## src/rtl/serial_cmd_rx_pkg.sv

```systemverilog
// Shared types and helpers for the host-to-AGC serial command receiver.
// Frame layout on the wire: SYNC, ID, DHI, DLO, CSUM (CSUM = ID ^ DHI ^ DLO).
package serial_cmd_rx_pkg;

  localparam logic [7:0] SERIAL_SYNC = 8'hA5;

  typedef enum logic [7:0] {
    NO_REG       = 8'h00,
    VERB         = 8'h01,
    NOUN         = 8'h02,
    MISSION_TIME = 8'h03,
    APOGEE       = 8'h04,
    PERIGEE      = 8'h05
  } serial_reg_id_t;

  typedef enum logic [2:0] {
    P_IDLE = 3'd0,
    P_ID   = 3'd1,
    P_DHI  = 3'd2,
    P_DLO  = 3'd3,
    P_CSUM = 3'd4
  } parse_state_t;

  typedef enum logic [1:0] {
    RX_IDLE  = 2'd0,
    RX_START = 2'd1,
    RX_DATA  = 2'd2,
    RX_STOP  = 2'd3
  } rx_state_t;

  function automatic logic [7:0] calc_csum(input logic [7:0] id,
                                           input logic [7:0] dhi,
                                           input logic [7:0] dlo);
    return id ^ dhi ^ dlo;
  endfunction

  function automatic logic id_in_range(input logic [7:0] id);
    return (id >= 8'h01) && (id <= 8'h05);
  endfunction

endpackage

```

## src/rtl/serial_cmd_rx_uart_rx_byte.sv

```systemverilog
// 8N1 byte receiver: rx synchroniser, oversample tick generator and bit-level FSM.
// Emits one-cycle byte_valid / byte_err pulses, both registered.
module uart_rx_byte
  import serial_cmd_rx_pkg::*;
#(
  parameter int CLK_HZ     = 50_000_000,
  parameter int BAUD       = 115200,
  parameter int OVERSAMPLE = 16
) (
  input  logic       i_clock,
  input  logic       i_reset_n,
  input  logic       i_rx,
  output logic       o_tick,
  output logic       o_byte_valid,
  output logic [7:0] o_byte_data,
  output logic       o_byte_err
);

  localparam int DIV   = CLK_HZ / (BAUD * OVERSAMPLE);
  localparam int DIV_W = (DIV > 1) ? $clog2(DIV) : 1;
  localparam int OS_W  = $clog2(OVERSAMPLE);

  localparam logic [DIV_W-1:0] DIV_LAST = DIV_W'(DIV - 1);
  localparam logic [OS_W-1:0]  OS_LAST  = OS_W'(OVERSAMPLE - 1);
  localparam logic [OS_W-1:0]  OS_HALF  = OS_W'(OVERSAMPLE / 2 - 1);

  logic             r_sync1;
  logic             r_sync2;
  logic             r_rx_prev;
  logic [DIV_W-1:0] r_div_cnt;
  logic             r_tick;
  rx_state_t        r_state;
  logic [OS_W-1:0]  r_os_cnt;
  logic [2:0]       r_bit_idx;
  logic [7:0]       r_shift;
  logic             r_valid;
  logic             r_err;
  logic [7:0]       r_data;

  // Two-flop synchroniser plus one delay stage for falling-edge detection; idles high.
  always_ff @(posedge i_clock or negedge i_reset_n) begin
    if (!i_reset_n) begin
      r_sync1   <= 1'b1;
      r_sync2   <= 1'b1;
      r_rx_prev <= 1'b1;
    end else begin
      r_sync1   <= i_rx;
      r_sync2   <= r_sync1;
      r_rx_prev <= r_sync2;
    end
  end

  // Free-running oversample tick, one pulse every DIV clocks.
  always_ff @(posedge i_clock or negedge i_reset_n) begin
    if (!i_reset_n) begin
      r_div_cnt <= '0;
      r_tick    <= 1'b0;
    end else if (r_div_cnt == DIV_LAST) begin
      r_div_cnt <= '0;
      r_tick    <= 1'b1;
    end else begin
      r_div_cnt <= r_div_cnt + DIV_W'(1);
      r_tick    <= 1'b0;
    end
  end

  // Bit-level receive FSM; samples at mid-bit using the oversample count.
  always_ff @(posedge i_clock or negedge i_reset_n) begin
    if (!i_reset_n) begin
      r_state   <= RX_IDLE;
      r_os_cnt  <= '0;
      r_bit_idx <= 3'd0;
      r_shift   <= 8'h00;
      r_valid   <= 1'b0;
      r_err     <= 1'b0;
      r_data    <= 8'h00;
    end else begin
      r_valid <= 1'b0;
      r_err   <= 1'b0;
      case (r_state)
        RX_IDLE: begin
          r_os_cnt  <= '0;
          r_bit_idx <= 3'd0;
          if (r_rx_prev && !r_sync2) begin
            r_state <= RX_START;
          end
        end
        RX_START: begin
          if (r_tick) begin
            if (r_os_cnt == OS_HALF) begin
              r_os_cnt <= '0;
              r_state  <= r_sync2 ? RX_IDLE : RX_DATA;
            end else begin
              r_os_cnt <= r_os_cnt + OS_W'(1);
            end
          end
        end
        RX_DATA: begin
          if (r_tick) begin
            if (r_os_cnt == OS_LAST) begin
              r_os_cnt  <= '0;
              r_shift   <= {r_sync2, r_shift[7:1]};
              r_bit_idx <= r_bit_idx + 3'd1;
              if (r_bit_idx == 3'd7) begin
                r_state <= RX_STOP;
              end
            end else begin
              r_os_cnt <= r_os_cnt + OS_W'(1);
            end
          end
        end
        RX_STOP: begin
          if (r_tick) begin
            if (r_os_cnt == OS_LAST) begin
              r_os_cnt <= '0;
              r_state  <= RX_IDLE;
              if (r_sync2) begin
                r_valid <= 1'b1;
                r_data  <= r_shift;
              end else begin
                r_err <= 1'b1;
              end
            end else begin
              r_os_cnt <= r_os_cnt + OS_W'(1);
            end
          end
        end
        default: begin
          r_state <= RX_IDLE;
        end
      endcase
    end
  end

  assign o_tick       = r_tick;
  assign o_byte_valid = r_valid;
  assign o_byte_data  = r_data;
  assign o_byte_err   = r_err;

endmodule

```

## src/rtl/serial_cmd_rx.sv

```systemverilog
// Host-to-AGC serial command receiver: parses SYNC/ID/DHI/DLO/CSUM frames from the UART
// byte stream and writes one of five 15-bit CPU-readable input registers per valid frame.
module serial_cmd_rx
  import serial_cmd_rx_pkg::*;
#(
  parameter int CLK_HZ       = 50_000_000,
  parameter int BAUD         = 115200,
  parameter int OVERSAMPLE   = 16,
  parameter int TIMEOUT_BITS = 40
) (
  input  logic        clock,
  input  logic        reset_n,
  input  logic        rx,
  output logic [14:0] DSKY_VERB_data,
  output logic [14:0] DSKY_NOUN_data,
  output logic [14:0] AXI_MISSION_TIME_data,
  output logic [14:0] AXI_APOGEE_data,
  output logic [14:0] AXI_PERIGEE_data,
  output logic [4:0]  reg_updated,
  output logic        frame_err,
  output logic        byte_err
);

  localparam int TO_TICKS = TIMEOUT_BITS * OVERSAMPLE;
  localparam int TO_W     = $clog2(TO_TICKS);
  localparam logic [TO_W-1:0] TO_LAST = TO_W'(TO_TICKS - 1);

  logic       w_tick;
  logic       w_byte_valid;
  logic [7:0] w_byte_data;
  logic       w_byte_err;
  logic       w_to_expire;

  parse_state_t   r_state;
  serial_reg_id_t r_id;
  logic [6:0]     r_dhi;
  logic [7:0]     r_dlo;
  logic [TO_W-1:0] r_to_cnt;
  logic [14:0]    r_verb;
  logic [14:0]    r_noun;
  logic [14:0]    r_mission_time;
  logic [14:0]    r_apogee;
  logic [14:0]    r_perigee;
  logic [4:0]     r_upd;
  logic           r_frame_err;
  logic           r_byte_err;

  uart_rx_byte #(
    .CLK_HZ    (CLK_HZ),
    .BAUD      (BAUD),
    .OVERSAMPLE(OVERSAMPLE)
  ) u_rx (
    .i_clock     (clock),
    .i_reset_n   (reset_n),
    .i_rx        (rx),
    .o_tick      (w_tick),
    .o_byte_valid(w_byte_valid),
    .o_byte_data (w_byte_data),
    .o_byte_err  (w_byte_err)
  );

  assign w_to_expire = (r_state != P_IDLE) && w_tick && (r_to_cnt == TO_LAST);

  // Inter-byte timeout: held at zero while idle, restarted by every received byte.
  always_ff @(posedge clock or negedge reset_n) begin
    if (!reset_n) begin
      r_to_cnt <= '0;
    end else if (w_byte_valid || (r_state == P_IDLE)) begin
      r_to_cnt <= '0;
    end else if (w_tick) begin
      r_to_cnt <= r_to_cnt + TO_W'(1);
    end
  end

  // Frame parser with registered register file and status pulses.
  always_ff @(posedge clock or negedge reset_n) begin
    if (!reset_n) begin
      r_state        <= P_IDLE;
      r_id           <= NO_REG;
      r_dhi          <= 7'd0;
      r_dlo          <= 8'h00;
      r_verb         <= 15'd0;
      r_noun         <= 15'd0;
      r_mission_time <= 15'd0;
      r_apogee       <= 15'd0;
      r_perigee      <= 15'd0;
      r_upd          <= 5'd0;
      r_frame_err    <= 1'b0;
      r_byte_err     <= 1'b0;
    end else begin
      r_upd       <= 5'd0;
      r_frame_err <= 1'b0;
      r_byte_err  <= w_byte_err;
      if (w_byte_err) begin
        r_frame_err <= (r_state != P_IDLE);
        r_state     <= P_IDLE;
      end else if (w_to_expire) begin
        // A byte landing on the expiry cycle starts the next frame search.
        r_frame_err <= 1'b1;
        r_state     <= (w_byte_valid && (w_byte_data == SERIAL_SYNC)) ? P_ID : P_IDLE;
      end else if (w_byte_valid) begin
        case (r_state)
          P_IDLE: begin
            if (w_byte_data == SERIAL_SYNC) begin
              r_state <= P_ID;
            end
          end
          P_ID: begin
            if (id_in_range(w_byte_data)) begin
              r_id    <= serial_reg_id_t'(w_byte_data);
              r_state <= P_DHI;
            end else begin
              r_frame_err <= 1'b1;
              r_state     <= P_IDLE;
            end
          end
          P_DHI: begin
            if (w_byte_data[7]) begin
              r_frame_err <= 1'b1;
              r_state     <= P_IDLE;
            end else begin
              r_dhi   <= w_byte_data[6:0];
              r_state <= P_DLO;
            end
          end
          P_DLO: begin
            r_dlo   <= w_byte_data;
            r_state <= P_CSUM;
          end
          P_CSUM: begin
            r_state <= P_IDLE;
            if (w_byte_data == calc_csum(r_id, {1'b0, r_dhi}, r_dlo)) begin
              case (r_id)
                VERB: begin
                  r_verb <= {r_dhi, r_dlo};
                  r_upd  <= 5'b00001;
                end
                NOUN: begin
                  r_noun <= {r_dhi, r_dlo};
                  r_upd  <= 5'b00010;
                end
                MISSION_TIME: begin
                  r_mission_time <= {r_dhi, r_dlo};
                  r_upd          <= 5'b00100;
                end
                APOGEE: begin
                  r_apogee <= {r_dhi, r_dlo};
                  r_upd    <= 5'b01000;
                end
                PERIGEE: begin
                  r_perigee <= {r_dhi, r_dlo};
                  r_upd     <= 5'b10000;
                end
                default: begin
                  r_frame_err <= 1'b1;
                end
              endcase
            end else begin
              r_frame_err <= 1'b1;
            end
          end
          default: begin
            r_state <= P_IDLE;
          end
        endcase
      end
    end
  end

  assign DSKY_VERB_data        = r_verb;
  assign DSKY_NOUN_data        = r_noun;
  assign AXI_MISSION_TIME_data = r_mission_time;
  assign AXI_APOGEE_data       = r_apogee;
  assign AXI_PERIGEE_data      = r_perigee;
  assign reg_updated           = r_upd;
  assign frame_err             = r_frame_err;
  assign byte_err              = r_byte_err;

endmodule

```

## config.mk

```make
export PLATFORM = sky130hd
export DESIGN_NAME = serial_cmd_rx
export DESIGN_NICKNAME = d
export VERILOG_FILES = /design/src/rtl/serial_cmd_rx_pkg.sv /design/src/rtl/serial_cmd_rx_uart_rx_byte.sv /design/src/rtl/serial_cmd_rx.sv
export SDC_FILE = /design/constraint.sdc
export NUM_CORES = 1
export LEC_CHECK = 0
export CAP_MARGIN = 10
export CORE_MARGIN = 1.5
export CORE_UTILIZATION = 55
export DETAILED_ROUTE_END_ITERATION = 7
export PLACE_DENSITY = 0.8
export SYNTH_ARGS = -nofsm -noshare
export SYNTH_HDL_FRONTEND = slang
export SYNTH_SLANG_ARGS = --single-unit
```

## constraint.sdc

```tcl
create_clock -name clock -period 2.7 [get_ports clock]
set_input_delay 0.54 -clock clock [delete_from_list [all_inputs] [get_ports clock]]
set_output_delay 0.54 -clock clock [all_outputs]
set_load 0.1 [all_outputs]
```

; Word level (Yosys, flattened, before mapping)
; Index checks and enable logic that the tools add are counted.
[op_classes]
add_sub_neg = 4
order_cmp = 2
eq_ne = 29
n_mux = 52
bitwise = 5
reduce_logical = 29
[op_table]
columns = operator, count
row1 = $mux 5, 6
row2 = $reduce_and 6->1, 5
row3 = $pmux 5 s5, 1
row4 = $mux 2, 11
row5 = $mux 10, 2
row6 = $mux 3, 6
row7 = $ne 2x1->1 const B, 9
row8 = $mux 1, 17
row9 = $eq 8x2->1 const B, 2
row10 = $eq 8x3->1 const B, 2
row11 = $mux 4, 4
row12 = $pmux 3 s4, 1
row13 = $pmux 4 s3, 1
row14 = $add 10x1->10 const B, 1
row15 = $eq 10x10->1 const B, 1
row16 = $reduce_and 5->1, 2
row17 = $eq 8x1->1 const B, 1
row18 = $eq 8x8->1, 1
row19 = $eq 8x8->1 const B, 1
row20 = $ge 8x1->1 const B, 1
row21 = $le 8x3->1 const B, 1
row22 = $pmux 2 s4, 1
row23 = $reduce_and 4->1, 2
row24 = $reduce_and 8->1, 1
row25 = 28 further kinds, 41
[totals]
regBits = 154
input_bits = 3
output_inout_bits = 82
elab_cells = 146

; Longest topological paths before layout
; Gate-level depths: netlist of run 1.
[depth]
depth_word = 8
ltp_mapped = 8

; Hierarchy
; A second synthesis of run 1 with hierarchy kept.
[unflattened]
hier_cells = 484
hier_area_um2 = 6605.1
[modules_own_cells]
columns = mod, n_inst, cells_each, area_each_um2
row1 = serial_cmd_rx, 1, 357, 5016.1
row2 = uart_rx_byte, 1, 127, 1589.0

; Worst setup path before layout of run 1
; OpenSTA, ideal clock, no wires.
[synth_path]
kind = register to register
startpoint = register r_to_cnt[0]
endpoint = register r_mission_time[14] (netlist: AXI_MISSION_TIME_data[14])
arrival_time_ns = 2.224
path_slack_ns = 0.350
stages_incl_launch_ff = 9
n_path_buf = 2
cell_sequence = dfrtp_1 ha_1 nand4_1 nor4_1 clkbuf_1 nor3_1 nand4_2 buf_4 mux2_2
[synth_between]
elab_chain_len = 4
[synth_lines]
columns = item, line
row1 = from (decl), serial_cmd_rx.sv:38  ; logic [TO_W-1:0] r_to_cnt;
row2 = from (signal assigned), serial_cmd_rx.sv:71  ; r_to_cnt <= r_to_cnt + TO_W'(1);
row3 = $eq 10x10->1, serial_cmd_rx.sv:62  ; assign w_to_expire = (r_state != P_IDLE) && w_tick && (r_to_cnt == TO_LAST);
row4 = $logic_and 1x1->1, serial_cmd_rx.sv:62
row5 = $not 1->1 (no source line), -
row6 = $reduce_and 6->1 (no source line), -
row7 = to (signal assigned), serial_cmd_rx.sv:143  ; r_mission_time <= {r_dhi, r_dlo};
row8 = to (decl), serial_cmd_rx.sv:41  ; logic [14:0] r_mission_time;
; Every way passes these cells.
; A chain may end at the register's enable or synchronous reset.

; Worst setup path after layout of run 1
[layout_path]
startpoint = register r_id[5]
endpoint = register r_verb[14] (netlist: DSKY_VERB_data[14])
[layout_between]
elab_chain_len = 4
word_cells_on_any_way = 5
classes_between = 2 x eq/ne / 2 x bitwise / 1 x reduce/logical
[layout_lines]
columns = item, line
row1 = from (decl), serial_cmd_rx.sv:35  ; serial_reg_id_t r_id;
row2 = from (signal assigned), serial_cmd_rx.sv:110  ; r_id <= serial_reg_id_t'(w_byte_data);
row3 = $xor 8x7->8, serial_cmd_rx_pkg.sv:34  ; return id ^ dhi ^ dlo;
row4 = $xor 8x8->8, serial_cmd_rx_pkg.sv:34
row5 = $eq 8x8->1, serial_cmd_rx.sv:132  ; if (w_byte_data == calc_csum(r_id, {1'b0, r_dhi}, r_dlo)) begin
row6 = $reduce_and 6->1 (no source line) *, -
row7 = to (signal assigned), serial_cmd_rx.sv:135  ; r_verb <= {r_dhi, r_dlo};
row8 = to (decl), serial_cmd_rx.sv:39  ; logic [14:0] r_verb;
; Mark *: on every way between the ends. The rest lies on a longest branch, timed or not.

==> flow_metrics.py, run 1 <==
metrics = {
    "synthesis": {
        "synthesis.nets": 480,
        "ys.flop_type": "dfrtp_1",
        "yosysWarningCount": 0,
        "yosysSeqAreaShare_pct": 59.5,
        "ys_types": 52,
        "async_reset_ff_share_pct": 100,
        "syn_area_per_cell_um2": 13.8,
        "ys_ff_latch": 154,
        "synth_edf_count": 0,
        "synth_area_mm2": 0.00648,
        "netlist_instances": 471,
    },
    "die": {
        "die_y_um": 112,
        "initial_core_util_pct": 56.5,
        "ios": 85,
        "core_mm2": 0.0115,
        "fp.dieW_um": 112,
        "rows": 39,
        "die_area_mm2": 0.0124,
    },
    "global_route": {
        "antenna_found_initial": 0,
        "gr-usage-all-layers_pct": 22.4,
        "grt_overflow_total": 0,
        "grt_start_max_net_pins": 62,
        "grt_pass1_wl_um": 21700,
        "first_global_vias": 4180,
    },
    "job": {
        "cap_viol_max_count": 0,
    },
    "layout": {
        "final_core_util_pct": 69.0,
        "diodes": 0,
        "synthToLayoutAreaGrowth_pct": 22.2,
        "fin_nets": 579,
        "layout-drive-gt1-share_pct": 42.1,
        "fill_cells": 797,
    },
    "detailed_routing": {
        "routed_via_density": 5.66,
        "routed_wl_um": 13100,
        "dr_total_vias": 4105,
        "drt_iter0_markers": 190,
        "wl_per_cell_um": 18.1,
        "first_pass_iters": 5,
        "ant_nets": 0,
        "drc": 0,
    },
    "worst_hold_path": {
        "hold_class": "in2async",
    },
    "place": {
        "portBuffers": 84,
        "hpwl_um": 8950,
        "gp_congestion": 0.802,
        "pre_cts_ws_ns": 0.369,
    },
    "cts": {
        "clockBufferDepth": 2,
        "cts.clk_slew.worst_paths_ns": 0.06,
        "root_buffer": "clkbuf_16",
        "cts_max_level": 4,
        "cts_hold_buffers": 0,
        "cts_resized": 0,
        "numCtsBuffers": 17,
        "post-cts-setup-buffer-count": 0,
        "clkSinkCount": 154,
        "clk_latency_ns": 0.42,
        "cts_tree": "done",
    },
    "sta": {
        "hold_viol": 0,
        "tightest_slew_ns": 0.610,
        "tns_ns": 0,
        "max_freq_mhz": 425,
        "fin_skew_ns": 0.00841,
        "max_slew_margin_pct": 59.2,
        "drv_slew": 0,
        "rsz0062_at_grt": "false",
        "layout_min_cycle_time_ns": 2.35,
        "setup_viol": 0,
        "finalCritPeriodShare_pct": 87.0,
        "fin_ws_ns": 0.350,
    },
    "critical_path": {
        "cpPeakStageDelay_ns": 0.55,
        "crit_path_top_delay_cell": "or4bb_1",
        "required_ns": 3.00,
        "crit_type": "reg2reg",
        "critPathLaunchType": "register",
        "crit_path_cell_trace": "nor4_4 > or4bb_1 > nor3_1 > nand4_2 > buf_4 > mux2_4",
        "path_buf_inv": 1,
        "critPathMaxFanout": 15,
        "critPathTopFamily": "simple AND/OR/NAND/NOR gates",
        "crit_arrival_ns": 2.65,
        "setup.worst_path.end_class": "register",
    },
    "outcome": {
        "outcome": "completed",
    },
    "power_and_ir_drop": {
        "power_density_mw_per_mm2": 601,
        "p_leak_nw": 4.01,
        "finalPower_mw": 4.76,
        "peakVddDrop_mv": 0.749,
    },
}
[cell usage in the layout, fill, tap and decap left out, drive strengths merged, types with 2 or more instances in the layout]
cell      n
mux2i     3
buf      97
clkbuf   23
xnor2    21
or2       2
and4b     2
and3      5
nand4     7
nand2    10
o21ai     8
a22o      3
nand2b    3
nand4b    2
ha        6
mux2    112
dfstp     3
nor4      3
xor2     14
inv       4
dfrtp   151
nor2     28
nor2b     5
clkinv    4
a21oi     6
bufinv    3
nor3b     2
nor3     18
and2      7
or3       3
nand3    12
[worst paths after layout]
kind                            depth (start not counted)              endpoint    startpoint  slack [ns]
max in group asynchronous                               2  AXI_PERIGEE_data[12]       reset_n        1.95
worst max-delay path                                    6    DSKY_VERB_data[14]       r_id[5]        0.35
min in group clock                                      0          u_rx.r_sync2  u_rx.r_sync1        0.36
worst max register to register                          6    DSKY_VERB_data[14]       r_id[5]        0.35
worst min-delay path                                    1   AXI_PERIGEE_data[0]       reset_n        0.01
worst min register to register                          0          u_rx.r_sync2  u_rx.r_sync1        0.36
[cells by family after synthesis]
logic type | after synthesis | share of synthesized area (%)
simple gates | 114 | 10.5
fa+ha+maj | 6 | 1.16
flops | 154 | 59.5
compound gates | 25 | 2.43
mux | 115 | 20.0
xor+xnor | 35 | 4.73
buf+inv | 22 | 1.64
[Yosys cell counts, drive strengths merged (2+ instances only)]
master,instances,share of area [%]
dfrtp,151,58
mux2,112,20
nor2,28,1.6
xnor2,21,2.8
nor3,18,1.5
xor2,14,1.9
nand3,12,0.93
clkbuf,10,0.58
nand2,10,0.58
buf,8,0.83
o21ai,8,0.62
and2,7,0.70
nand4,7,1.2
a21oi,6,0.46
ha,6,1.2
and3,5,0.50
nor2b,5,0.48
inv,4,0.23
a22o,3,0.41
dfstp,3,1.2
mux2i,3,0.46
nand2b,3,0.29
nor4,3,0.75
or3,3,0.29
and4b,2,0.31
nand4b,2,0.27
nor3b,2,0.23
or2,2,0.19
[metrics by stage]
stage | hold WS [ns] | area (um2) | instances
floorplan | 0.244 | 6480 | 471
global placement | 0.346 | 7320 | 694
detailed placement | 0.354 | 7320 | 694
CTS | 0.00549 | 7920 | 725
global route | 0.0253 | 7920 | 725
finish | 0.0131 | 7920 | 725
[layout make-up]
cell class,count,area [um2],share of cell area [%]
flip-flops and latches,154,3860,48.7
multi-input cells,295,2510,31.8
repair buffers,98,754,9.53
clock buffers,23,478,6.04
well taps,143,179,2.26
clock inverters,8,118,1.49
inverters,4,15.0,0.190
[registers in the layout (all words and copies together) (netlist names), 4 cells and up, named ones only]
register,count
AXI_APOGEE_data,15
AXI_MISSION_TIME_data,15
AXI_PERIGEE_data,15
DSKY_NOUN_data,15
DSKY_VERB_data,15
r_to_cnt,10
r_dlo,8
r_id,8
u_rx.o_byte_data,8
u_rx.r_shift,8
r_dhi,7
reg_updated,5
u_rx.r_div_cnt,5
u_rx.r_os_cnt,4
[routing by layer]
| metal | global-route usage, % | up-vias | share of wire (%) |
|---|---|---|---|
| li1 | - | 1868 | - |
| met1 | 29.0 | 2103 | 44 |
| met2 | 37.3 | 106 | 51 |
| met3 | 4.14 | 28 | 3.4 |
| met4 | 9.62 | 0 | 2.4 |
| met5 | 0 | - | 0 |
[worst reg2reg max path, stage by stage, from the launching register on]
cell and delay [ns]:
dfrtp_1 0.42, nor4_4 0.40, or4bb_1 0.55, nor3_1 0.19, nand4_2 0.12, buf_4 0.25
mux2_4 0.32
[report_power, final]
group | internal (mW) | switching [mW]
logic | 0.00841 | 0.0449
registers | 2.31 | 0.00204
clock network | 1.52 | 0.873
total | 3.84 | 0.920
Note: power is estimated with default switching activity, not from simulation.
==> run 2, diff against run 1 <==
--- a/config.mk
+++ b/config.mk
@@ -9,6 +9,7 @@
 export CORE_MARGIN = 1.5
 export CORE_UTILIZATION = 55
 export DETAILED_ROUTE_END_ITERATION = 7
+export GPL_ROUTABILITY_DRIVEN = 1
 export PLACE_DENSITY = 0.8
 export SYNTH_ARGS = -nofsm -noshare
 export SYNTH_HDL_FRONTEND = slang
==> results of run 2 <==
No change in the layout: final DEF, timing and power equal those of run 1.
